[config.mk]
export PLATFORM = sky130hd
export DESIGN_NAME = rom_string_sender_flat
export DESIGN_NICKNAME = d
export VERILOG_FILES = /design/src/rtl/rom_string_sender_if.sv /design/src/rtl/rom_string_sender.sv /design/src/flat_wrapper.sv
export SDC_FILE = /design/constraint.sdc
export NUM_CORES = 1
export LEC_CHECK = 0
export ABC_AREA = 1
export CAP_MARGIN = 20
export CORE_MARGIN = 4
export CORE_UTILIZATION = 50
export DETAILED_ROUTE_END_ITERATION = 6
export DONT_BUFFER_PORTS = 1
export SYNTH_ARGS = -nofsm -noshare
export SYNTH_HDL_FRONTEND = slang
export SYNTH_SLANG_ARGS = --single-unit
[constraint.sdc]
create_clock -name clk_i -period 1.4 [get_ports clk_i]
set_clock_uncertainty 0.15 [all_clocks]
set_input_delay 0.28 -clock clk_i [delete_from_list [all_inputs] [get_ports clk_i]]
set_output_delay 0.28 -clock clk_i [all_outputs]
set_load 0.1 [all_outputs]
[src/rtl/rom_string_sender_if.sv]
// ROM read port and UART TX handshake bundled for the string sender.
// master = sequencer side, slave = ROM/UART side.
interface rom_string_sender_if #(
  parameter int ADDR_W = 4,
  parameter int DATA_W = 8
);
  logic [ADDR_W-1:0] addr;
  logic [DATA_W-1:0] mem_data;
  logic [DATA_W-1:0] tx_data;
  logic              tx_start;
  logic              tx_busy;

  modport master (
    output addr, tx_data, tx_start,
    input  mem_data, tx_busy
  );

  modport slave (
    input  addr, tx_data, tx_start,
    output mem_data, tx_busy
  );
endinterface

[src/rtl/rom_string_sender.sv]
// Streams a null-terminated string from a synchronous ROM into a UART TX,
// one byte per frame, stopping at the null or at the top ROM address.
//
// state | meaning
// IDLE  | waiting for start_i
// FETCH | ROM read latency cycle
// CHECK | null test, wait on UART busy, issue strobe
// GUARD | drop strobe, advance address or finish at top
// DONE  | done_o high, busy_o low, rewind address
module rom_string_sender #(
  parameter int                ADDR_W    = 4,
  parameter int                DATA_W    = 8,
  parameter logic [ADDR_W-1:0] BASE_ADDR = '0
) (
  input  logic                clk_i,
  input  logic                rst_ni,
  input  logic                start_i,
  rom_string_sender_if.master bus,
  output logic                busy_o,
  output logic                done_o
);

  localparam logic [2:0] S_IDLE  = 3'd0;
  localparam logic [2:0] S_FETCH = 3'd1;
  localparam logic [2:0] S_CHECK = 3'd2;
  localparam logic [2:0] S_GUARD = 3'd3;
  localparam logic [2:0] S_DONE  = 3'd4;

  localparam logic [ADDR_W-1:0] TOP_ADDR = '1;

  logic [2:0] state;

  // done_o/busy_o are updated on entry to DONE so the pulse and the busy
  // fall line up with the DONE cycle itself.
  always_ff @(posedge clk_i or negedge rst_ni) begin
    if (!rst_ni) begin
      state        <= S_IDLE;
      bus.addr     <= BASE_ADDR;
      bus.tx_data  <= '0;
      bus.tx_start <= 1'b0;
      busy_o       <= 1'b0;
      done_o       <= 1'b0;
    end else begin
      done_o <= 1'b0;
      case (state)
        S_IDLE: begin
          if (start_i) begin
            bus.addr <= BASE_ADDR;
            busy_o   <= 1'b1;
            state    <= S_FETCH;
          end
        end
        S_FETCH: begin
          state <= S_CHECK;
        end
        S_CHECK: begin
          if (bus.mem_data == '0) begin
            done_o <= 1'b1;
            busy_o <= 1'b0;
            state  <= S_DONE;
          end else if (!bus.tx_busy) begin
            bus.tx_data  <= bus.mem_data;
            bus.tx_start <= 1'b1;
            state        <= S_GUARD;
          end
        end
        S_GUARD: begin
          bus.tx_start <= 1'b0;
          // No wrap: an unterminated ROM ends after its top byte.
          if (bus.addr == TOP_ADDR) begin
            done_o <= 1'b1;
            busy_o <= 1'b0;
            state  <= S_DONE;
          end else begin
            bus.addr <= bus.addr + 1'b1;
            state    <= S_FETCH;
          end
        end
        S_DONE: begin
          bus.addr <= BASE_ADDR;
          state    <= S_IDLE;
        end
        default: begin
          bus.tx_start <= 1'b0;
          busy_o       <= 1'b0;
          state        <= S_IDLE;
        end
      endcase
    end
  end

endmodule

[src/flat_wrapper.sv]
// flat-port wrapper written by rule: the top's interface ports become plain ports
module rom_string_sender_flat 
#(
  parameter int                ADDR_W    = 4,
  parameter int                DATA_W    = 8,
  parameter logic [ADDR_W-1:0] BASE_ADDR = '0
)
  (clk_i, rst_ni, start_i, busy_o, done_o, bus_addr, bus_tx_data, bus_tx_start, bus_mem_data, bus_tx_busy);
  rom_string_sender_if #(.ADDR_W(ADDR_W), .DATA_W(DATA_W)) bus_i ();
  input  logic clk_i;
  input  logic rst_ni;
  input  logic start_i;
  output logic busy_o;
  output logic done_o;
  output wire logic [$bits(bus_i.addr)-1:0] bus_addr;
  output wire logic [$bits(bus_i.tx_data)-1:0] bus_tx_data;
  output wire logic [$bits(bus_i.tx_start)-1:0] bus_tx_start;
  input wire logic [$bits(bus_i.mem_data)-1:0] bus_mem_data;
  input wire logic [$bits(bus_i.tx_busy)-1:0] bus_tx_busy;
  assign bus_addr = bus_i.addr;
  assign bus_tx_data = bus_i.tx_data;
  assign bus_tx_start = bus_i.tx_start;
  assign bus_i.mem_data = bus_mem_data;
  assign bus_i.tx_busy = bus_tx_busy;
  rom_string_sender #(.ADDR_W(ADDR_W), .DATA_W(DATA_W), .BASE_ADDR(BASE_ADDR)) u_core (.clk_i(clk_i), .rst_ni(rst_ni), .start_i(start_i), .bus(bus_i), .busy_o(busy_o), .done_o(done_o));
endmodule
==> results summary <==
The count of H-tree levels built during CTS came out at 1. The total setup violations reported at the end of the flow is 10. The buffer depth of the longest clock path is 2. Synthesis produced a netlist with a net count of 122. Entering global routing, the biggest net connects 19 pins. The worst slack on hold paths came out at -0.0117 ns. In this run the vertical extent of the chip is 50.7 um. The proportion of layout cells with a drive suffix above 1 is 42.0%. The run finished, with violations left. The violation count after the first detailed-routing iteration came out at 15. The number of global-route vias before repair came out at 872. The number of cells in the design after placement is 152. The summed instance area of the synthesized netlist is 912 um^2. The total number of nets in the final design is 164. The HPWL reported at the end of detailed placement is 1.45 mm. The worst setup path is captured at a flop.

The endpoint identified for the worst register-to-register timing path is u_core.bus.addr[1]$_DFFE_PN0P_. The average routed wire per standard cell is 13.4 um. The sequential-to-total area share from yosys stat came out at 49.4%. The count of distinct cell types in the synthesized netlist is 18. The number of flip-flops and latches in the synthesized netlist is 18.

From synthesis to final layout, the design area changed by 61.2%. The path depth of the worst reg2reg path came out at 8. The number of hold-slack violations in the final timing report came out at 18. Buffers placed on the I/O ports in this run total 0. Subtracting the final worst setup slack from the clock period gives 1.46 ns. The global routing usage summed across all routing layers came out at 18.7%. The final weighted congestion of routability-driven global placement came out at 0.898. The overall die area came out at 2570 um^2. The vias per cell is 5.01. The count of nets left with antenna violations once routing finished came out at 0.

The checks that failed: hold timing, setup timing. Dividing the final minimum period by the clock period gives 104%. The number of clock buffers inserted by TritonCTS came out at 3. The slack of the worst reg-to-reg path is -0.06 ns. In the detailed route, the total length drawn on met2 is 1.25 mm.

Setup repair after global routing could not meet its margin everywhere. The critical path data arrival time is 1.50 ns. The total wire length after detailed routing came out at 2.34 mm. The startpoint type of the worst setup path is a flop. The final global-route overflow total came out at 0. The latest clock arrival within the worst-skew pair is 0.29 ns. Headroom to the max-slew limit came out at 45.3%. The path class of the lowest-slack min-delay path is in -> async. The number of clock sinks came out at 18.

The filler cell count is 99. The total count of max-transition violations in the final report is 0. The wire length of the first global-routing pass is 3.62 mm.

The top fanout value on the critical path came out at 4. TritonCTS built the clock tree. The initial cell density of the core came out at 52.8%. The finished layout holds 175 standard cells, fillers aside.

The DRC violation count after routing came out at 0. The most common cell after layout, fill and taps aside is sky130_fd_sc_hd__nand2_1. The length of routed met3 wiring is 133 um. The slew at the pin closest to its max-slew limit came out at 0.820 ns.

The via total after detailed routing came out at 877. The worst register-to-register path begins at u_core.state[0]$_DFFE_PN0P_. Prior to clock tree synthesis, the placed netlist has a worst setup slack of 0.00317 ns. The detailed router put a total of 930 um of wire on met1. The cell count after synthesis came out at 109. The count of inserted antenna diode cells came out at 0. The top cell types in the final layout, fill and taps aside, are sky130_fd_sc_hd__nand2_1 (29), sky130_fd_sc_hd__nand3_1 (14), sky130_fd_sc_hd__dfrtp_1 (14). The count of max-cap constraint violations came out at 0. The CTS root buffer is sky130_fd_sc_hd__clkbuf_4. The area of the multi-input gates came out at 509 um^2. A synthesized cell averages 8.37 um^2. The area occupied by registers is 460 um^2.

The warning count from the yosys run is 0. Routed signal wires occupy layers up through met4. The required time reported for the critical path endpoint came out at 1.45 ns.

Measured along the x axis, the die boundary spans 50.7 um. The total area inside the core boundary comes to 1730 um^2. The setup path with the least slack is of type reg -> reg.

The clock-pin slew reported for the worst setup and hold paths after clock tree synthesis came out at 0.10 ns. The initial antenna violation count is 0. The top-level port count came out at 27. The setup slack of the critical path after layout came out at -0.0569 ns. The top achievable clock speed came out at 686 MHz. The first detailed-routing pass ran for 4 iterations. The total number of placement rows is 15.
-- Yosys cell counts --
cell type | instances | area share [%]
sky130_fd_sc_hd__buf_6 | 1 | 1.2
sky130_fd_sc_hd__dfrtp_1 | 18 | 49
sky130_fd_sc_hd__ha_1 | 1 | 1.4
sky130_fd_sc_hd__inv_1 | 6 | 2.5
sky130_fd_sc_hd__inv_2 | 2 | 0.82
sky130_fd_sc_hd__nand2_1 | 37 | 15
sky130_fd_sc_hd__nand2_2 | 2 | 1.4
sky130_fd_sc_hd__nand2_4 | 3 | 3.7
sky130_fd_sc_hd__nand3_1 | 17 | 9.3
sky130_fd_sc_hd__nand4_1 | 1 | 0.69
sky130_fd_sc_hd__nor2_1 | 10 | 4.1
sky130_fd_sc_hd__nor2_2 | 2 | 1.4
sky130_fd_sc_hd__nor2_4 | 2 | 2.5
sky130_fd_sc_hd__nor3_2 | 1 | 1.1
sky130_fd_sc_hd__nor3_4 | 1 | 1.8
sky130_fd_sc_hd__o21ai_0 | 2 | 1.1
sky130_fd_sc_hd__o21ai_1 | 1 | 0.55
sky130_fd_sc_hd__xor2_1 | 2 | 1.9
-- worst max-delay path by stage --
stage                                         from                             end  slack, ns  cells past startpoint
detailed placement     u_core.state[2]$_DFFE_PN0P_  u_core.bus.addr[0]$_DFFE_PN0P_      0.003                      7
floorplan           u_core.bus.addr[1]$_DFFE_PN0P_  u_core.bus.addr[2]$_DFFE_PN0P_      -0.08                      7
global route           u_core.state[2]$_DFFE_PN0P_       u_core.busy_o$_DFFE_PN0P_      -0.14                      8
finish                 u_core.state[0]$_DFFE_PN0P_  u_core.bus.addr[1]$_DFFE_PN0P_      -0.06                      8
global placement       u_core.state[2]$_DFFE_PN0P_  u_core.bus.addr[3]$_DFFE_PN0P_       0.01                      7
CTS                 u_core.bus.addr[0]$_DFFE_PN0P_                     bus_addr[0]      -0.04                      1
-- metal layers --
metal	up-vias	global-route usage [%]
met1	416	22.3
li1	429	-
met3	4	5.93
met4	0	4.04
met5	-	0
met2	28	32.6
-- sequential cells by signal (all words and copies together) (netlist names) --
register / count
u_core.bus.addr: 4
u_core.busy_o: 1
u_core.done_o: 1
u_core.state: 3
u_core.bus.tx_data: 8
u_core.bus.tx_start: 1
-- per-stage QoR --
stage	TNS (ns)	hold WS, ns	util (%)	area, um^2
floorplan	-0.415	-0.166	-	952
global placement	0	-0.165	65.3	1130
detailed placement	0	-0.165	65.3	1130
CTS	-0.0748	0.00952	77.6	1340
global route	-1.47	0.0279	85.1	1470
finish	-0.316	-0.0117	85.1	1470
-- repair_timing --
action	in CTS	in global routing
gates cloned	0	2
hold buffers	9	0
buffers inserted	5	3
endpoints found under the setup margin	5	27
hold endpoints to repair	26	0
pin swaps	3	5
gates resized for setup	12	22
-- layout make-up --
class                           count  area share (%)
Clock buffer                        4            2.47
Inverter                            8            2.21
Tap cell                           25            2.13
Sequential cell                    18            31.3
Timing Repair Buffer               37            27.2
Multi-Input combinational cell     83            34.6
-- cell families (layout without fill, tap and decap cells) --
family | count (synthesis) | in the layout | synth area share (%)
and+or+nand+nor | 76 | 77 | 41.2
DFF | 18 | 18 | 49.4
buffers and inverters | 9 | 49 | 4.53
AOI/OAI and AO/OA | 3 | 3 | 1.65
xor gates and xnor gates | 2 | 2 | 1.92
adders and majority gates | 1 | 1 | 1.37
-- critical path, cell delays in order, from the launching register on --
cell                      delay [ns]
sky130_fd_sc_hd__dfrtp_1        0.45
sky130_fd_sc_hd__buf_6          0.14
sky130_fd_sc_hd__inv_4          0.03
sky130_fd_sc_hd__nor3_4         0.22
sky130_fd_sc_hd__nand2_4        0.10
sky130_fd_sc_hd__nand2_4        0.09
sky130_fd_sc_hd__nand2_4        0.06
sky130_fd_sc_hd__nand2_1        0.06
sky130_fd_sc_hd__nand2_1        0.05
Power is not shown: default switching activity piles up to over one toggle a cycle in this logic, so the estimate is an artifact.
